$ cat src/rtl/seg_pkg.sv
// Shared types and glyph table for the 7-segment scan display path.
package seg_pkg;

  typedef logic [3:0] bcd_t;
  typedef logic [6:0] seg_t;

  typedef enum logic {ST_GAP, ST_SHOW} scan_state_t;

  // Active-low {g,f,e,d,c,b,a}
  localparam seg_t SEG_BLANK = 7'h7F;
  localparam seg_t SEG_GLYPH [0:9] = '{
    7'h40, 7'h79, 7'h24, 7'h30, 7'h19,
    7'h12, 7'h02, 7'h78, 7'h00, 7'h18
  };

endpackage

$ cat src/rtl/bcd_to_seg.sv
// Shared combinational BCD to active-low 7-segment decoder; non-BCD codes blank.
module bcd_to_seg
  import seg_pkg::*;
(
  input  logic [3:0] bcd,
  output logic [6:0] seg_c
);

  always_comb begin
    seg_c = SEG_BLANK;
    for (int i = 0; i < 10; i++) begin
      if (bcd == 4'(i)) seg_c = SEG_GLYPH[i];
    end
  end

endmodule

$ cat src/rtl/seg_scan_controller.sv
// Multiplexed common-anode display driver with frame-atomic double buffering,
// inter-digit dead time and optional leading-zero blanking.
module seg_scan_controller
  import seg_pkg::*;
#(
  parameter int unsigned NUM_DIGITS = 4,
  parameter int unsigned SCAN_DIV   = 50000,
  parameter int unsigned BLANK_GAP  = 2
) (
  input  logic                    clk,
  input  logic                    rst_n,
  input  logic                    load,
  input  logic [4*NUM_DIGITS-1:0] digits_in,
  input  logic                    blank_lz,
  output logic                    pending,
  output logic [6:0]              seg,
  output logic [NUM_DIGITS-1:0]   an,
  output logic                    frame_done
);

  localparam int unsigned CNT_W = (SCAN_DIV > 1) ? $clog2(SCAN_DIV) : 1;
  localparam int unsigned IDX_W = $clog2(NUM_DIGITS);
  localparam logic [CNT_W-1:0] CNT_LAST = CNT_W'(SCAN_DIV - 1);
  localparam logic [CNT_W-1:0] GAP_END  = CNT_W'(BLANK_GAP);
  localparam logic [IDX_W-1:0] IDX_LAST = IDX_W'(NUM_DIGITS - 1);
  // With no dead time every slot starts directly in SHOW
  localparam scan_state_t SLOT_START = (BLANK_GAP == 0) ? ST_SHOW : ST_GAP;

  scan_state_t                 state_q, state_d;
  logic [CNT_W-1:0]            cnt_q, cnt_d;
  logic [IDX_W-1:0]            idx_q, idx_d;
  bcd_t [NUM_DIGITS-1:0]       active_q, active_d;
  bcd_t [NUM_DIGITS-1:0]       shadow_q, shadow_d;
  logic                        pending_d;
  logic [6:0]                  seg_d;
  logic [NUM_DIGITS-1:0]       an_d;
  logic                        frame_done_d;

  logic                        cnt_last, idx_last, boundary;
  logic [NUM_DIGITS-1:0]       lz;
  logic                        zero_run;
  logic [3:0]                  bcd_sel;
  logic [6:0]                  dec_seg;

  assign cnt_last = (cnt_q == CNT_LAST);
  assign idx_last = (idx_q == IDX_LAST);
  assign boundary = cnt_last && idx_last;
  assign bcd_sel  = active_q[idx_q];

  bcd_to_seg u_dec (
    .bcd   (bcd_sel),
    .seg_c (dec_seg)
  );

  // lz[k]: digit k and every more-significant digit are zero (digit 0 never blanked)
  always_comb begin
    zero_run = 1'b1;
    lz       = '0;
    for (int k = int'(NUM_DIGITS) - 1; k >= 0; k--) begin
      zero_run = zero_run & (active_q[k] == 4'd0);
      lz[k]    = zero_run && (k != 0);
    end
  end

  always_ff @(posedge clk or negedge rst_n) begin
    if (!rst_n) begin
      state_q    <= SLOT_START;
      cnt_q      <= '0;
      idx_q      <= '0;
      active_q   <= '0;
      shadow_q   <= '0;
      pending    <= 1'b0;
      seg        <= SEG_BLANK;
      an         <= '1;
      frame_done <= 1'b0;
    end else begin
      state_q    <= state_d;
      cnt_q      <= cnt_d;
      idx_q      <= idx_d;
      active_q   <= active_d;
      shadow_q   <= shadow_d;
      pending    <= pending_d;
      seg        <= seg_d;
      an         <= an_d;
      frame_done <= frame_done_d;
    end
  end

  always_comb begin
    state_d      = state_q;
    cnt_d        = cnt_q + CNT_W'(1);
    idx_d        = idx_q;
    active_d     = active_q;
    shadow_d     = shadow_q;
    pending_d    = pending;
    seg_d        = SEG_BLANK;
    an_d         = '1;
    frame_done_d = 1'b0;

    if (cnt_last) begin
      cnt_d = '0;
      idx_d = idx_last ? '0 : idx_q + IDX_W'(1);
    end

    case (state_q)
      ST_GAP: begin
        if (cnt_d == GAP_END) state_d = ST_SHOW;
      end
      ST_SHOW: begin
        an_d[idx_q] = 1'b0;
        seg_d       = (blank_lz && lz[idx_q]) ? SEG_BLANK : dec_seg;
        if (cnt_last) state_d = SLOT_START;
      end
      default: state_d = SLOT_START;
    endcase

    // Active only changes on the frame boundary; a same-cycle load bypasses the shadow
    if (boundary) begin
      frame_done_d = 1'b1;
      if (load) begin
        active_d  = digits_in;
        pending_d = 1'b0;
      end else if (pending) begin
        active_d  = shadow_q;
        pending_d = 1'b0;
      end
    end else if (load) begin
      shadow_d  = digits_in;
      pending_d = 1'b1;
    end
  end

endmodule

$ cat config.mk
export PLATFORM = sky130hd
export DESIGN_NAME = seg_scan_controller
export DESIGN_NICKNAME = d
export VERILOG_FILES = /design/src/rtl/seg_pkg.sv /design/src/rtl/bcd_to_seg.sv /design/src/rtl/seg_scan_controller.sv
export SDC_FILE = /design/constraint.sdc
export NUM_CORES = 1
export LEC_CHECK = 0
export CAP_MARGIN = 20
export CORE_MARGIN = 8
export CORE_UTILIZATION = 56
export DETAILED_ROUTE_END_ITERATION = 10
export PLACE_DENSITY = 0.79
export SLEW_MARGIN = 40
export SYNTH_ARGS = -nofsm -noshare
export SYNTH_HDL_FRONTEND = slang
export SYNTH_HIERARCHICAL = 1
export SYNTH_SLANG_ARGS = --single-unit
$ cat constraint.sdc
create_clock -name clk -period 3.1 [get_ports clk]
set_input_delay 0.62 -clock clk [delete_from_list [all_inputs] [get_ports clk]]
set_output_delay 0.62 -clock clk [all_outputs]
set_load 0.02 [all_outputs]
After elaboration in Yosys (flattened, before gate mapping)
Index checks and enable logic that the tools add are counted.

cells by class
  magnitude comparators = 2
  add/sub/neg operators = 2
  equality and inequality tests = 12
  reductions and logical operators = 11
  mux-type cells = 29
  bitwise gates (word level) = 5

operators by type and width
  operator                                            number
  2-to-1 mux 7 bit                                    10
  2-to-1 mux 16 bit                                   3
  adder 16 x 1 -> 16 bit, second input constant       1
  == test 16 bit, second input constant               1
  == test 16 x 2 -> 1 bit, second input constant      1
  == test 4 x 3 -> 1 bit, second input constant       4
  zero test 4 bit                                     4
  2-to-1 mux 6 bit                                    2
  binary-select mux 4 bit (select 2 bit)              1
  == test 4 x 2 -> 1 bit, second input constant       2
  == test 4 bit, second input constant                2
  2-to-1 mux 4 bit                                    2
  2-to-1 mux 1 bit                                    7
  == test 4 x 1 -> 1 bit, second input constant       1
  inverter 4 bit                                      1
  AND reduction 2 bit                                 2
  nonzero test 2 bit                                  2
  logical AND 1 bit                                   3
  < comparator 2 x 3 -> 1 bit, second input constant  1
  adder 2 x 1 -> 2 bit, second input constant         1
  bitwise AND 1 bit                                   2
  binary-select mux 1 bit (select 2 bit)              1
  demux 1 bit (select 2 bit)                          1
  == test 2 bit, second input constant                1
  4 further kinds                                     5

word-level totals
  output and inout bits = 13
  word-level logic and storage cells = 76
  bits of input ports = 20
  bits in registers = 64

Depth between registers and ports, before layout
  depth after elaboration = 15
  gate-level depth with buffers = 8
  mapped depth without buffers = 7

Modules after synthesis
Netlist, hierarchy kept.

modules (own cells, without submodules)
  module               cells each  instances  area each (um^2)  sequential area each (um^2)
  seg_scan_controller  249         1          2954.1            1615.3
  bcd_to_seg           22          1          158.9             0.0

Worst setup path before layout
Ideal clock, no wire load.

  kind = register to register
  start = register idx_q[0]
  end = register seg[3]
  period minus slack after synthesis = 2199 ps
  cell stages (with the launch flop) = 8
  slack = 901 ps
  arrival time = 2106 ps
  data required time = 3007 ps
  path through = dfrtp_1 > clkbuf_1 > mux4_2 > buf_6 > and2_4 > or3_4 > o311a_1 > nand2b_1

between the ends
  cells in the longest elaborated chain, start to end = 15
  elaborated cells on any way between the ends = 27
  classes of those cells = eq/ne: 9; mux: 16; reduce/logical: 2

RTL lines
  element                                   line                        RTL
  from (decl)                               seg_scan_controller.sv:31   logic [IDX_W-1:0] idx_q, idx_d;
  from (signal assigned)                    seg_scan_controller.sv:79   idx_q <= idx_d;
  binary-select mux 4 bit (select 2 bit) *  seg_scan_controller.sv:48   assign bcd_sel = active_q[idx_q];
  2-to-1 mux 4 bit (implied by the code) *  seg_scan_controller.sv:48
  named net bcd_sel[1]                      seg_scan_controller.sv:42   logic [3:0] bcd_sel;
  zero test 4 bit                           bcd_to_seg.sv:12            if (bcd == 4'(i)) seg_c = SEG_GLYPH[i];
  2-to-1 mux 6 bit (2 in series)            bcd_to_seg.sv:12
  2-to-1 mux 7 bit (7 in series)            bcd_to_seg.sv:12
  2-to-1 mux 7 bit *                        bcd_to_seg.sv:12
  named net dec_seg[3]                      seg_scan_controller.sv:43   logic [6:0] dec_seg;
  2-to-1 mux 7 bit *                        seg_scan_controller.sv:111  seg_d = (blank_lz && lz[idx_q]) ? SEG_BLANK : dec_seg;
  2-to-1 mux 7 bit *                        seg_scan_controller.sv:105  case (state_q)
  named net seg_d[3]                        seg_scan_controller.sv:35   logic [6:0] seg_d;
  to (signal assigned)                      seg_scan_controller.sv:83   seg <= seg_d;
  to (decl)                                 seg_scan_controller.sv:16   output logic [6:0] seg,

The timed path passes the listed nets; every way through them passes the cells marked *. The select of a mux whose other input is x is not followed.
A chain may end at the register's enable or synchronous reset.

Final worst setup path
  start = register cnt_q[4]
  end = register state_q

between the ends
  cells in the longest elaborated chain, start to end = 5
  elaborated cells on any way between the ends = 7
  classes of those cells = add/sub: 1; eq/ne: 2; mux: 4

RTL lines
  element                                                   line                                                  RTL
  from (decl)                                               seg_scan_controller.sv:30                             logic [CNT_W-1:0] cnt_q, cnt_d;
  from (signal assigned)                                    seg_scan_controller.sv:78                             cnt_q <= cnt_d;
  adder 16 x 1 -> 16 bit or == test 16 bit (tied branches)  seg_scan_controller.sv:91, seg_scan_controller.sv:45
  2-to-1 mux 16 bit                                         seg_scan_controller.sv:100                            if (cnt_last) begin
  == test 16 x 2 -> 1 bit                                   seg_scan_controller.sv:107                            if (cnt_d == GAP_END) state_d = ST_SHOW;
  2-to-1 mux 1 bit                                          seg_scan_controller.sv:107
  case mux 1 bit (2 select lines) *                         seg_scan_controller.sv:105
  named net state_d                                         seg_scan_controller.sv:29                             scan_state_t state_q, state_d;
  to (signal assigned)                                      seg_scan_controller.sv:77                             state_q <= state_d;
  to (decl)                                                 seg_scan_controller.sv:29

The timed path passes the listed nets; every way through them passes the cells marked *.

==> results.json <==
{
  "cts_setup_buffers": 0,
  "fin_crit_ps": 2230,
  "clkPwrFrac_pct": 45.1,
  "cts_made_buffers": 9,
  "worstSetupStartpointType": "flop",
  "ant_nets": 0,
  "grt_pass1_vias": 2178,
  "drtIter0Drc": 139,
  "cp_slowest_cell": "dfrtp_1",
  "grt_first_pass_wirelength_um": 10600,
  "clk_latency_ps": 350,
  "ys_seq_area_share_pct": 51.9,
  "drt_wl_total_um": 6150,
  "seqPwrFrac_pct": 49.5,
  "cp-startpoint": "cnt_q[4]$_DFF_PN0_",
  "maxSlewViolCount": 0,
  "grt_max_degree": 45,
  "multi_input_area_um2": 1390,
  "area_delta_synth_final_pct": 19.2,
  "rows": 27,
  "start_util_pct": 57.2,
  "switching_share_pct": 22.1,
  "synth.distinct_cells": 47,
  "vias": 2137,
  "core_area_um2": 5440,
  "max_freq_ghz": 0.449,
  "arrival_ps": 2500,
  "p_per_area_nw_per_um2": 472,
  "fin_setup_tns_ps": 0,
  "root_buffer": "clkbuf_8",
  "drive_above_1_share_pct": 21.5,
  "rsz0062_at_grt": "false",
  "fin_skew_ps": 8.38,
  "via_per_inst": 5.58,
  "peakVddDrop_mv": 0.365,
  "dieArea_um2": 8200,
  "max_cap_viol_count": 0,
  "pwr-share-comb_pct": 5.4,
  "p_leak_uw": 0.00164,
  "period_share_pct": 71.9,
  "io_pins": 33,
  "pre_cts_ws_ps": 902,
  "fillers": 429,
  "required_ps": 3370,
  "finalSetupViolations": 0,
  "post_drt_wl_per_cell_um": 16.1,
  "crit_path_end_kind": "flop",
  "placed_area_um2": 3490,
  "dp_hpwl_um": 4350,
  "antennaDiodeCount": 0,
  "gp_congestion": 0.913,
  "hold_viol": 0,
  "grt_usage_pct": 16.4,
  "syn_nets": 297,
  "regArea_um2": 1620,
  "syn_area_per_cell_um2": 11.5,
  "worst_slack_ps": 872,
  "yosysTopAreaCell": "dfrtp_1",
  "ys_warn_count": 6,
  "overflow": 0,
  "fin_hold_ws_ps": 254,
  "synthTopCellsByArea": "dfrtp_1 (43%), dfstp_2 (9.3%), mux2_2 (6.1%)",
  "critPathMaxFanout": 10,
  "internal_power_uw": 1360,
  "synth_top_area_share_pct": 42.6,
  "power_uw": 1750,
  "cpPeakStageDelay_ps": 520,
  "maxSlewHeadroom_pct": 61.0,
  "io_buffers": 32,
  "fin_area_um2": 3710,
  "run_status": "completed",
  "crit_path_end": "state_q$_DFF_PN0_",
  "cts_num_sinks": 64,
  "hold_class": "primary input to async pin",
  "cts_resized": 0,
  "worst_r2r_endpoint": "state_q$_DFF_PN0_",
  "cts_hold_buf": 0,
  "worst_slew_pin_slew_ps": 582,
  "clk_pin_slew_ps": 70,
  "die_h_um": 90.6,
  "worst_r2r_startpoint": "cnt_q[4]$_DFF_PN0_",
  "syn_area_um2": 3110,
  "htreeDepth": 3,
  "path_cells": "nor4b_4 -> and4_1 -> nor3b_4 -> o211ai_1 -> or4_1 -> a21oi_1",
  "layout.nets": 332,
  "crit_type": "flop to flop",
  "drt_first_pass_iters": 4,
  "die-width_um": 90.6,
  "yosys_register_bits": 64,
  "worstRegToRegCells": 6,
  "syn_inst": 271,
  "drc": 0,
  "rrSetupSlack_ps": 870,
  "netSwitchingPower_uw": 387,
  "cts_tree": "yes",
  "antenna_found_initial": 0,
  "clk_path_buf_depth": 2
}
==> critical path: cells and delay by family (launching register included) <==
family,cells,cell delay (ps)
and+or+nand+nor,4,1340
DFF,1,520
AOI/OAI and AO/OA,2,290
==> sequential cells by signal (all words and copies together) (netlist names) <==
name / count
active_q: 16
cnt_q: 16
shadow_q: 16
seg: 7
an: 4
idx_q: 2
frame_done: 1
pending: 1
state_q: 1
==> power groups by stage <==
stage	Combinational, uW	Clock [uW]	Sequential [uW]
finish	95.4	789	866
detailed placement	97.6	0	882
floorplan	45.2	0	879
global placement	94.3	0	880
CTS	98.1	804	866
global route	106	847	868
==> metrics by stage <==
stage	std cells	utilization (%)
2_1_floorplan	271	-
3_3_place_gp	367	64.1
3_5_place_dp	367	64.2
4_1_cts	383	68.2
5_1_grt	383	68.2
6_report	383	68.2
==> cell type report <==
| type | count | share of cell area, % |
|---|---|---|
| multi-input cells | 185 | 37.5 |
| clock inverters | 7 | 2.56 |
| clock buffers | 9 | 3.34 |
| repair buffers | 38 | 9.78 |
| well taps | 72 | 2.43 |
| flip-flops and latches | 64 | 43.5 |
| inverters | 8 | 0.809 |
==> layer usage <==
metal	up-vias	global-route usage (%)	wire length, um
li1	1031	-	-
met1	1040	20.3	2730
met2	53	24.9	2980
met3	13	6.48	311
met4	0	7.07	124
met5	-	0	0
==> synth_stat cells, drive strengths merged <==
library cell,count
nor4,5
o22a,2
nor4b,1
o32a,1
or4,2
xnor2,6
nand3b,1
mux4,4
nand2,30
mux2,17
nand3,2
mux2i,16
a21o,1
xor2,9
nand4,6
nor3,4
nand2b,8
dfstp,11
dfrtp,53
o311a,1
nor4bb,1
nor3b,2
buf,6
o21ai,23
or3,1
and4,5
and2,1
nor2b,3
nor2,13
a21oi,3
clkbuf,8
a31oi,1
inv,8
and3,4
a311oi,1
o211ai,1
a22oi,1
o31ai,1
ha,6
a211o,2
==> how the worst min path moves through the flow <==
stage | depth (start not counted) | endpoint | slack, ps
6_report | 1 | pending$_DFFE_PN0P_ | 250
2_1_floorplan | 0 | active_q[0]$_DFFE_PN0P_ | 320
4_1_cts | 1 | shadow_q[13]$_DFFE_PN0P_ | 270
5_1_grt | 1 | active_q[2]$_DFFE_PN0P_ | 290
3_3_place_gp | 2 | active_q[0]$_DFFE_PN0P_ | 470
3_5_place_dp | 2 | active_q[0]$_DFFE_PN0P_ | 470
==> cell families (layout without fill, tap and decap cells) <==
| family | after synthesis | in the layout | synth area share (%) |
|---|---|---|---|
| adder cells (fa/ha/maj) | 6 | 6 | 2.41 |
| buffers and inverters | 22 | 62 | 3.38 |
| XOR/XNOR | 15 | 15 | 4.22 |
| multiplexers | 37 | 37 | 14.2 |
| flip-flops | 64 | 64 | 51.9 |
| AO/OA/AOI/OAI | 38 | 38 | 7.60 |
| AND/OR/NAND/NOR | 89 | 89 | 16.3 |
==> placed cells by master (no fill, tap or decap), drive strengths merged, types with 2 or more instances in the layout <==
cell type	instances
clkinv	3
or4	2
mux2	17
nand4	6
xor2	9
a211o	2
ha	6
nand2b	8
dfstp	11
bufinv	2
o21ai	23
inv	9
nand2	30
nor2b	3
nor3b	2
and4	5
mux2i	16
nand3	2
mux4	4
clkbuf	9
nor2	13
buf	7
dfrtp	53
a21oi	3
and3	4
nor3	4
nor4	5
o22a	2
clkdlybuf4s50	31
xnor2	6
No activity file was read; power rests on OpenSTA's default activity.
